File: config.mk
export PLATFORM = sky130hd
export DESIGN_NAME = med_window_gen
export DESIGN_NICKNAME = d
export VERILOG_FILES = /design/src/rtl/med_pkg.sv /design/src/rtl/med_line_buffer.sv /design/src/rtl/med_window_gen.sv
export SDC_FILE = /design/constraint.sdc
export NUM_CORES = 2
export LEC_CHECK = 0
export CAP_MARGIN = 20
export CORE_UTILIZATION = 40
export CTS_BUF_LIST = sky130_fd_sc_hd__clkbuf_4
export CTS_CLUSTER_DIAMETER = 30
export CTS_CLUSTER_SIZE = 24
export DETAILED_ROUTE_END_ITERATION = 8
export PLACE_DENSITY_LB_ADDON = 0.15
export SYNTH_ARGS = -nofsm -noshare
export SYNTH_HDL_FRONTEND = slang
export SYNTH_SLANG_ARGS = --single-unit
File: constraint.sdc
create_clock -name clk_75 -period 8.42 [get_ports clk_75]
set_input_delay 0.842 -clock clk_75 [delete_from_list [all_inputs] [get_ports clk_75]]
set_output_delay 0.842 -clock clk_75 [all_outputs]
set_load 0.05 [all_outputs]
File: src/rtl/med_pkg.sv
// Shared definitions for the 3x3 median window generator: default geometry,
// FSM state encoding and window tap slot indices.
package med_pkg;

    localparam int DEF_PIX_W = 8;
    localparam int DEF_IMG_W = 224;
    localparam int DEF_IMG_H = 224;

    typedef enum logic [2:0] {
        IDLE  = 3'd0,
        FILL  = 3'd1,
        RUN   = 3'd2,
        FLUSH = 3'd3,
        DONE  = 3'd4
    } state_t;

    // Tap slots in the packed window; bit offset of a tap = slot * PIX_W.
    // a11 (top-left) sits at the MSBs, a33 (bottom-right) at the LSBs.
    localparam int A11 = 8;
    localparam int A12 = 7;
    localparam int A13 = 6;
    localparam int A21 = 5;
    localparam int A22 = 4;
    localparam int A23 = 3;
    localparam int A31 = 2;
    localparam int A32 = 1;
    localparam int A33 = 0;

endpackage

File: src/rtl/med_line_buffer.sv
// One image line of storage with a registered read port; a read and a write
// to the same address in one cycle return the previous contents.
module med_line_buffer #(
    parameter int DEPTH = 224,
    parameter int WIDTH = 8,
    parameter int AW    = 8
) (
    input  logic             clk_75,
    input  logic             we,
    input  logic [AW-1:0]    waddr,
    input  logic [WIDTH-1:0] wdata,
    input  logic [AW-1:0]    raddr,
    output logic [WIDTH-1:0] rdata
);

    logic [WIDTH-1:0] mem [DEPTH];

    // Synchronous write and registered read, read-first on collision.
    // NOTE: no reset here -- a reset would stop the array mapping onto block
    // RAM, and stale contents are never visible because padding is driven by
    // the row/column counters.
    // NOTE: non-blocking assignments make the read sample the old word even
    // when the write targets the same address in the same edge.
    always_ff @(posedge clk_75) begin
        if (we) begin
            mem[waddr] <= wdata;
        end
        rdata <= mem[raddr];
    end

endmodule

File: src/rtl/med_window_gen.sv
// Streaming 3x3 window generator for the median filter. Two line buffers plus
// a two-column shift register rebuild the neighbourhood of every pixel; border
// taps are zero padded, or replicated from the nearest in-image pixel when
// MED_WINDOW_REPLICATE_BORDER_EN is defined.
module med_window_gen
    import med_pkg::*;
#(
    parameter int IMG_W = DEF_IMG_W,
    parameter int IMG_H = DEF_IMG_H,
    parameter int PIX_W = DEF_PIX_W
) (
    input  logic               clk_75,
    input  logic               rst_n,
    input  logic               start,
    input  logic               in_valid,
    input  logic [PIX_W-1:0]   pix_in,
    output logic               win_valid,
    output logic [9*PIX_W-1:0] win,
    output logic [7:0]         win_row,
    output logic [7:0]         win_col,
    output logic               busy,
    output logic               done,
    output logic               overrun
);

    localparam logic [7:0] COL_LAST    = 8'(IMG_W - 1);
    localparam logic [7:0] ROW_LAST    = 8'(IMG_H - 1);
    localparam logic [8:0] IN_ROW_LAST = 9'(IMG_H - 1);

    state_t             state, next_state;
    logic [7:0]         in_col, in_col_nxt, rd_addr;
    logic [8:0]         in_row;
    logic [7:0]         ctr_row, ctr_col;
    logic               accept, emit;
    logic [PIX_W-1:0]   pix_eff, rd_a, rd_b;
    // Columns are packed {top, mid, bottom}; col_l/col_m are the left and
    // middle columns of the next window, col_new is the arriving column.
    logic [3*PIX_W-1:0] col_l, col_m, col_new;
    logic [9*PIX_W-1:0] win_nxt;

    assign busy = (state != IDLE);

    // lb_a holds the line above the input pixel, lb_b the line above that.
    med_line_buffer #(.DEPTH(IMG_W), .WIDTH(PIX_W), .AW(8)) u_lb_a (
        .clk_75 (clk_75),
        .we     (accept),
        .waddr  (in_col),
        .wdata  (pix_eff),
        .raddr  (rd_addr),
        .rdata  (rd_a)
    );

    med_line_buffer #(.DEPTH(IMG_W), .WIDTH(PIX_W), .AW(8)) u_lb_b (
        .clk_75 (clk_75),
        .we     (accept),
        .waddr  (in_col),
        .wdata  (rd_a),
        .raddr  (rd_addr),
        .rdata  (rd_b)
    );

    // Next-state logic plus accept/emit strobes for the current cycle.
    // NOTE: every signal gets a default first so no path leaves one unassigned
    // and no latch is inferred.
    always_comb begin
        next_state = state;
        accept     = 1'b0;
        emit       = 1'b0;
        pix_eff    = pix_in;
        case (state)
            IDLE: begin
                if (start) next_state = FILL;
            end
            FILL: begin
                accept = in_valid;
                emit   = in_valid && (in_row == 9'd1) && (in_col == 8'd1);
                if (emit) next_state = RUN;
            end
            RUN: begin
                accept = in_valid;
                emit   = in_valid;
                if (in_valid && (in_row == IN_ROW_LAST) && (in_col == COL_LAST))
                    next_state = FLUSH;
            end
            FLUSH: begin
                accept  = 1'b1;
                emit    = 1'b1;
                pix_eff = '0;
                if ((ctr_row == ROW_LAST) && (ctr_col == COL_LAST))
                    next_state = DONE;
            end
            DONE: begin
                next_state = IDLE;
            end
            default: begin
                next_state = IDLE;
            end
        endcase
        in_col_nxt = (in_col == COL_LAST) ? 8'd0 : in_col + 8'd1;
        // Prefetch the column the next accepted pixel will need.
        rd_addr    = accept ? in_col_nxt : in_col;
        col_new    = {rd_b, rd_a, pix_eff};
    end

    // Assemble the raw 3x3 taps and apply border handling for the centre.
    always_comb begin
        logic [PIX_W-1:0] tp [3][3];
        for (int r = 0; r < 3; r++) begin
            tp[r][0] = col_l[(2-r)*PIX_W +: PIX_W];
            tp[r][1] = col_m[(2-r)*PIX_W +: PIX_W];
            tp[r][2] = col_new[(2-r)*PIX_W +: PIX_W];
        end
`ifdef MED_WINDOW_REPLICATE_BORDER_EN
        // Rows first, then columns, so corners pick up the in-image centre row.
        if (ctr_row == 8'd0)     for (int c = 0; c < 3; c++) tp[0][c] = tp[1][c];
        if (ctr_row == ROW_LAST) for (int c = 0; c < 3; c++) tp[2][c] = tp[1][c];
        if (ctr_col == 8'd0)     for (int r = 0; r < 3; r++) tp[r][0] = tp[r][1];
        if (ctr_col == COL_LAST) for (int r = 0; r < 3; r++) tp[r][2] = tp[r][1];
`else
        if (ctr_row == 8'd0)     for (int c = 0; c < 3; c++) tp[0][c] = '0;
        if (ctr_row == ROW_LAST) for (int c = 0; c < 3; c++) tp[2][c] = '0;
        if (ctr_col == 8'd0)     for (int r = 0; r < 3; r++) tp[r][0] = '0;
        if (ctr_col == COL_LAST) for (int r = 0; r < 3; r++) tp[r][2] = '0;
`endif
        win_nxt = '0;
        win_nxt[A11*PIX_W +: PIX_W] = tp[0][0];
        win_nxt[A12*PIX_W +: PIX_W] = tp[0][1];
        win_nxt[A13*PIX_W +: PIX_W] = tp[0][2];
        win_nxt[A21*PIX_W +: PIX_W] = tp[1][0];
        win_nxt[A22*PIX_W +: PIX_W] = tp[1][1];
        win_nxt[A23*PIX_W +: PIX_W] = tp[1][2];
        win_nxt[A31*PIX_W +: PIX_W] = tp[2][0];
        win_nxt[A32*PIX_W +: PIX_W] = tp[2][1];
        win_nxt[A33*PIX_W +: PIX_W] = tp[2][2];
    end

    // State, counters, column shift register and registered outputs.
    always_ff @(posedge clk_75) begin
        if (!rst_n) begin
            state     <= IDLE;
            win_valid <= 1'b0;
            win       <= '0;
            win_row   <= '0;
            win_col   <= '0;
            done      <= 1'b0;
            overrun   <= 1'b0;
            in_col    <= '0;
            in_row    <= '0;
            ctr_row   <= '0;
            ctr_col   <= '0;
            col_l     <= '0;
            col_m     <= '0;
        end else begin
            state     <= next_state;
            win_valid <= emit;
            done      <= (state == DONE);
            if ((state == IDLE) && start) begin
                overrun <= 1'b0;
                in_col  <= '0;
                in_row  <= '0;
                ctr_row <= '0;
                ctr_col <= '0;
            end
            if (((state == FLUSH) || (state == DONE)) && in_valid) begin
                overrun <= 1'b1;
            end
            if (state == DONE) begin
                in_col <= '0;
            end
            if (accept) begin
                in_col <= in_col_nxt;
                if (in_col == COL_LAST) in_row <= in_row + 9'd1;
                col_l  <= col_m;
                col_m  <= col_new;
            end
            if (emit) begin
                win     <= win_nxt;
                win_row <= ctr_row;
                win_col <= ctr_col;
                if (ctr_col == COL_LAST) begin
                    ctr_col <= '0;
                    ctr_row <= ctr_row + 8'd1;
                end else begin
                    ctr_col <= ctr_col + 8'd1;
                end
            end
        end
    end

endmodule

==> out/qor.csv <==
stage,metric,value,unit
run_status,status,completed,
worst_setup_path,r2r-end,u_lb_b.rdata[7],
detailed_routing,wl_per_cell,30.5,µm
sta,hold_viol_final,0,
synth,syn-cell-area,149000,µm²
worst_setup_path,critical_path_class,flip-flop to flip-flop,
final_layout,final_nets,11700,
pwr,seqPwrFrac,52.3,%
pwr,p_leak,57.1,nW
pwr,combPwrFrac,4.3,%
sta,setup_viol_count_final,0,
clocking,cts_tree,done,
grt,grt_pass1_vias,96700,
worst_setup_path,startpoint_type,flip-flop,
worst_setup_path,reg2regPathDepth,11,
final_layout,utilization,46.3,%
die,core-area,370000,µm²
grt,grt_usage,27.5,%
worst_setup_path,critPathRequiredTime,9.95,ns
pwr,ir_drop,0.000118,V
clocking,h-tree-depth,6,
grt,antenna_found_initial,43,
clocking,clock-sinks,3775,
pwr,pwr-share-clk,43.4,%
die,dieArea,375000,µm²
final_layout,fin_area,171000,µm²
clocking,clk_pin_slew,0.07,ns
final_layout,fillers,32800,
die,die_x,612,µm
grt,grt_overflow_total,0,
clocking,cts_root_buf,clkbuf_4,
sta,slew-limit-headroom,6.07,%
die,fp-row-count,223,
die,die_h,612,µm
sta,rsz0062_at_grt,false,
worst_setup_path,worstReg2RegStart,state[2],
detailed_routing,vias,102000,
sta,slew_viol_final,0,
grt,grt_pass1_wl,737,mm
clocking,clk_latency,1.71,ns
synth,synthArstFlopShare,0,%
die,ioPinCount,104,
final_layout,stdcell_count,17300,
synth,synthCells,11100,
synth,synth-main-ff-cell,edfxtp_1,
worst_setup_path,cp-startpoint,state[2],
worst_setup_path,crit_end,u_lb_b.rdata[7],
final_layout,synthToLayoutAreaGrowth,15.0,%
placed_design,post-dp-hpwl,306,mm
pwr,switching_share,23.9,%
sta,period_share,76.8,%
pwr,p_int,30.3,mW
grt,grt_max_degree,180,
min_path,hold_class,input port to flip-flop,
sta,max_freq,155,MHz
sta,fin_worst_skew,0.202,ns
synth,synth_area_per_cell,13.5,µm²
synth,syn_nets,11100,
clocking,post_cts_resized,0,
placed_design,dp.cells,15900,
synth,ys_seq_area_share,74.9,%
worst_setup_path,worstPathArrival,8.00,ns
final_layout,final_common_cell,edfxtp_1,
synth,ys_seq_elements,3775,
clocking,clockBufferDepth,4,
job,cap_violations,0,
detailed_routing,first_pass_iters,9,
worst_setup_path,endpoint_kind,flip-flop,
sta,min_period,6.47,ns
sta,worst_pin_slew,1.41,ns
synth,yosysWarnings,0,
final_layout,drive_gt1_share,16.9,%
detailed_routing,routed_wl,528,mm
detailed_routing,dr.first_iter.drc_count,13500,
detailed_routing,viasPerCell,5.91,
pwr,p_per_area,232,nW/µm²
final_layout,multi_input_area,34300,µm²
detailed_routing,ant_nets,0,
sta,tns,0,ns
die,start_util,40.3,%
placed_design,postPlaceCellArea,158000,µm²
final_layout,mostFrequentLayoutCells,"3584 x edfxtp_1, 2781 x nand2_1, 868 x clkbuf_4",
worst_setup_path,cp_max_fo,52,
clocking,cts_made_buffers,769,
detailed_routing,drcViolationCount,0,
synth,yosysUniqueCellTypes,87,
final_layout,regArea,111000,µm²
pwr,p_switching,9.52,mW
placed_design,portBuffers,103,
worst_setup_path,rrSetupSlack,1.95,ns
synth,synth-edff-count,3584,
placed_design,gp_congestion,0.893,
## registers in the layout, indices dropped and copies added (netlist names), 3 cells and up
name / count
col_l: 24
u_lb_b.rdata: 8
u_lb_a.rdata: 8
ctr_row: 8
ctr_col: 8
win_col: 8
u_lb_b.mem: 1792
in_col: 8
u_lb_a.mem: 1792
win: 72
win_row: 8
state: 3
in_row: 9
col_m: 24
## cells in the mapped netlist (all sizes together) (7+ instances only)
library cell  number  area (µm²)
nand2           2793       10500
o2111ai           12         111
o22ai             42         263
o211ai            21         158
clkbuf           273        1030
inv               20        75.1
buf              527        2650
dfxtp            191        3820
nand3            815        4110
a311oi           316        2770
o21ai            166         850
and2              15        93.8
o41ai             11        96.3
nor4              82         528
a31oi            240        1500
a221oi             8        70.1
a2111oi           19         166
a22o              67         587
mux2i            115        1150
ha                10         125
and3             404        2530
a22oi             17         146
edfxtp          3584      108000
a211oi           382        2890
a32oi             55         482
a21oi            370        1880
nand4             73         457
nand3b             7        52.6
nor2             316        1220
nor3              33         181
## layout make-up
type                       count  share of cell area [%]
antenna                       17                  0.0248
clock buffer                 865                    3.79
tap                         4950                    3.62
multi-input combinational   6470                    20.0
inverter                      20                  0.0438
clock inverter               573                    3.80
sequential                  3775                    65.1
timing repair buffer         660                    3.58
## power by group through the flow
stage          clock [mW]  combinational, mW  sequential [mW]
6_report             17.3               1.71             20.8
5_1_grt              18.4               1.82             20.8
4_1_cts              17.5               1.70             20.8
3_5_place_dp            0               1.69             21.2
3_3_place_gp            0               1.67             21.2
2_1_floorplan           0              0.879             21.3
## timing repair
| item | in CTS | in global routing |
|---|---|---|
| buffers inserted | 0 | 0 |
| hold buffers | 10 | 0 |
| hold endpoints to repair | 19 | 0 |
## per-stage QoR
step | power, mW | worst slack (ns) | hold slack (ns)
after floorplan | 22.2 | 3.78 | 0.432
after global placement | 22.9 | 1.20 | 0.447
after detailed placement | 22.9 | 1.62 | 0.450
after CTS | 40.0 | 1.77 | 0.0150
after global routing | 41.0 | 1.94 | 0.212
final | 39.8 | 1.95 | 0.213
## how the worst min path moves through the flow
stage	slack [ns]	end	start	cells past startpoint
3_5_place_dp	0.45	col_l[12]	col_l[12]	2
2_1_floorplan	0.43	col_m[16]	u_lb_b.rdata[0]	2
5_1_grt	0.21	overrun	in_valid	4
4_1_cts	0.01	overrun	in_valid	4
3_3_place_gp	0.45	win[37]	win[37]	2
6_report	0.21	overrun	in_valid	4
## routing by layer
metal	vias to the layer above	GRT usage, %	share of wire (%)
li1	43600	-	-
met1	51900	37.7	40
met2	5843	42.4	45
met3	1000	5.87	10
met4	30	11.8	4.5
met5	-	0	0.037
## kinds of logic after synthesis
group / count (synthesis) / synth area share, %
and+or+nand+nor: 4562 / 13.3
DFF: 3775 / 74.9
AOI/OAI and AO/OA: 1773 / 8.33
buffers and inverters: 820 / 2.52
muxes: 118 / 0.819
adders and majority gates: 11 / 0.0933
xor gates and xnor gates: 6 / 0.0353
## critical path, cell delays in order (launching register included)
cell      delay, ns
dfxtp_1        0.50
inv_1          0.88
nand2_4        0.65
o31a_1         0.68
o21ai_4        0.76
buf_4          0.43
a311oi_1       0.11
nor4_1         0.67
o22ai_1        0.47
nor4_1         0.79
buf_4          0.27
nor4_1         0.05
No activity file was read; power rests on OpenSTA's default activity.
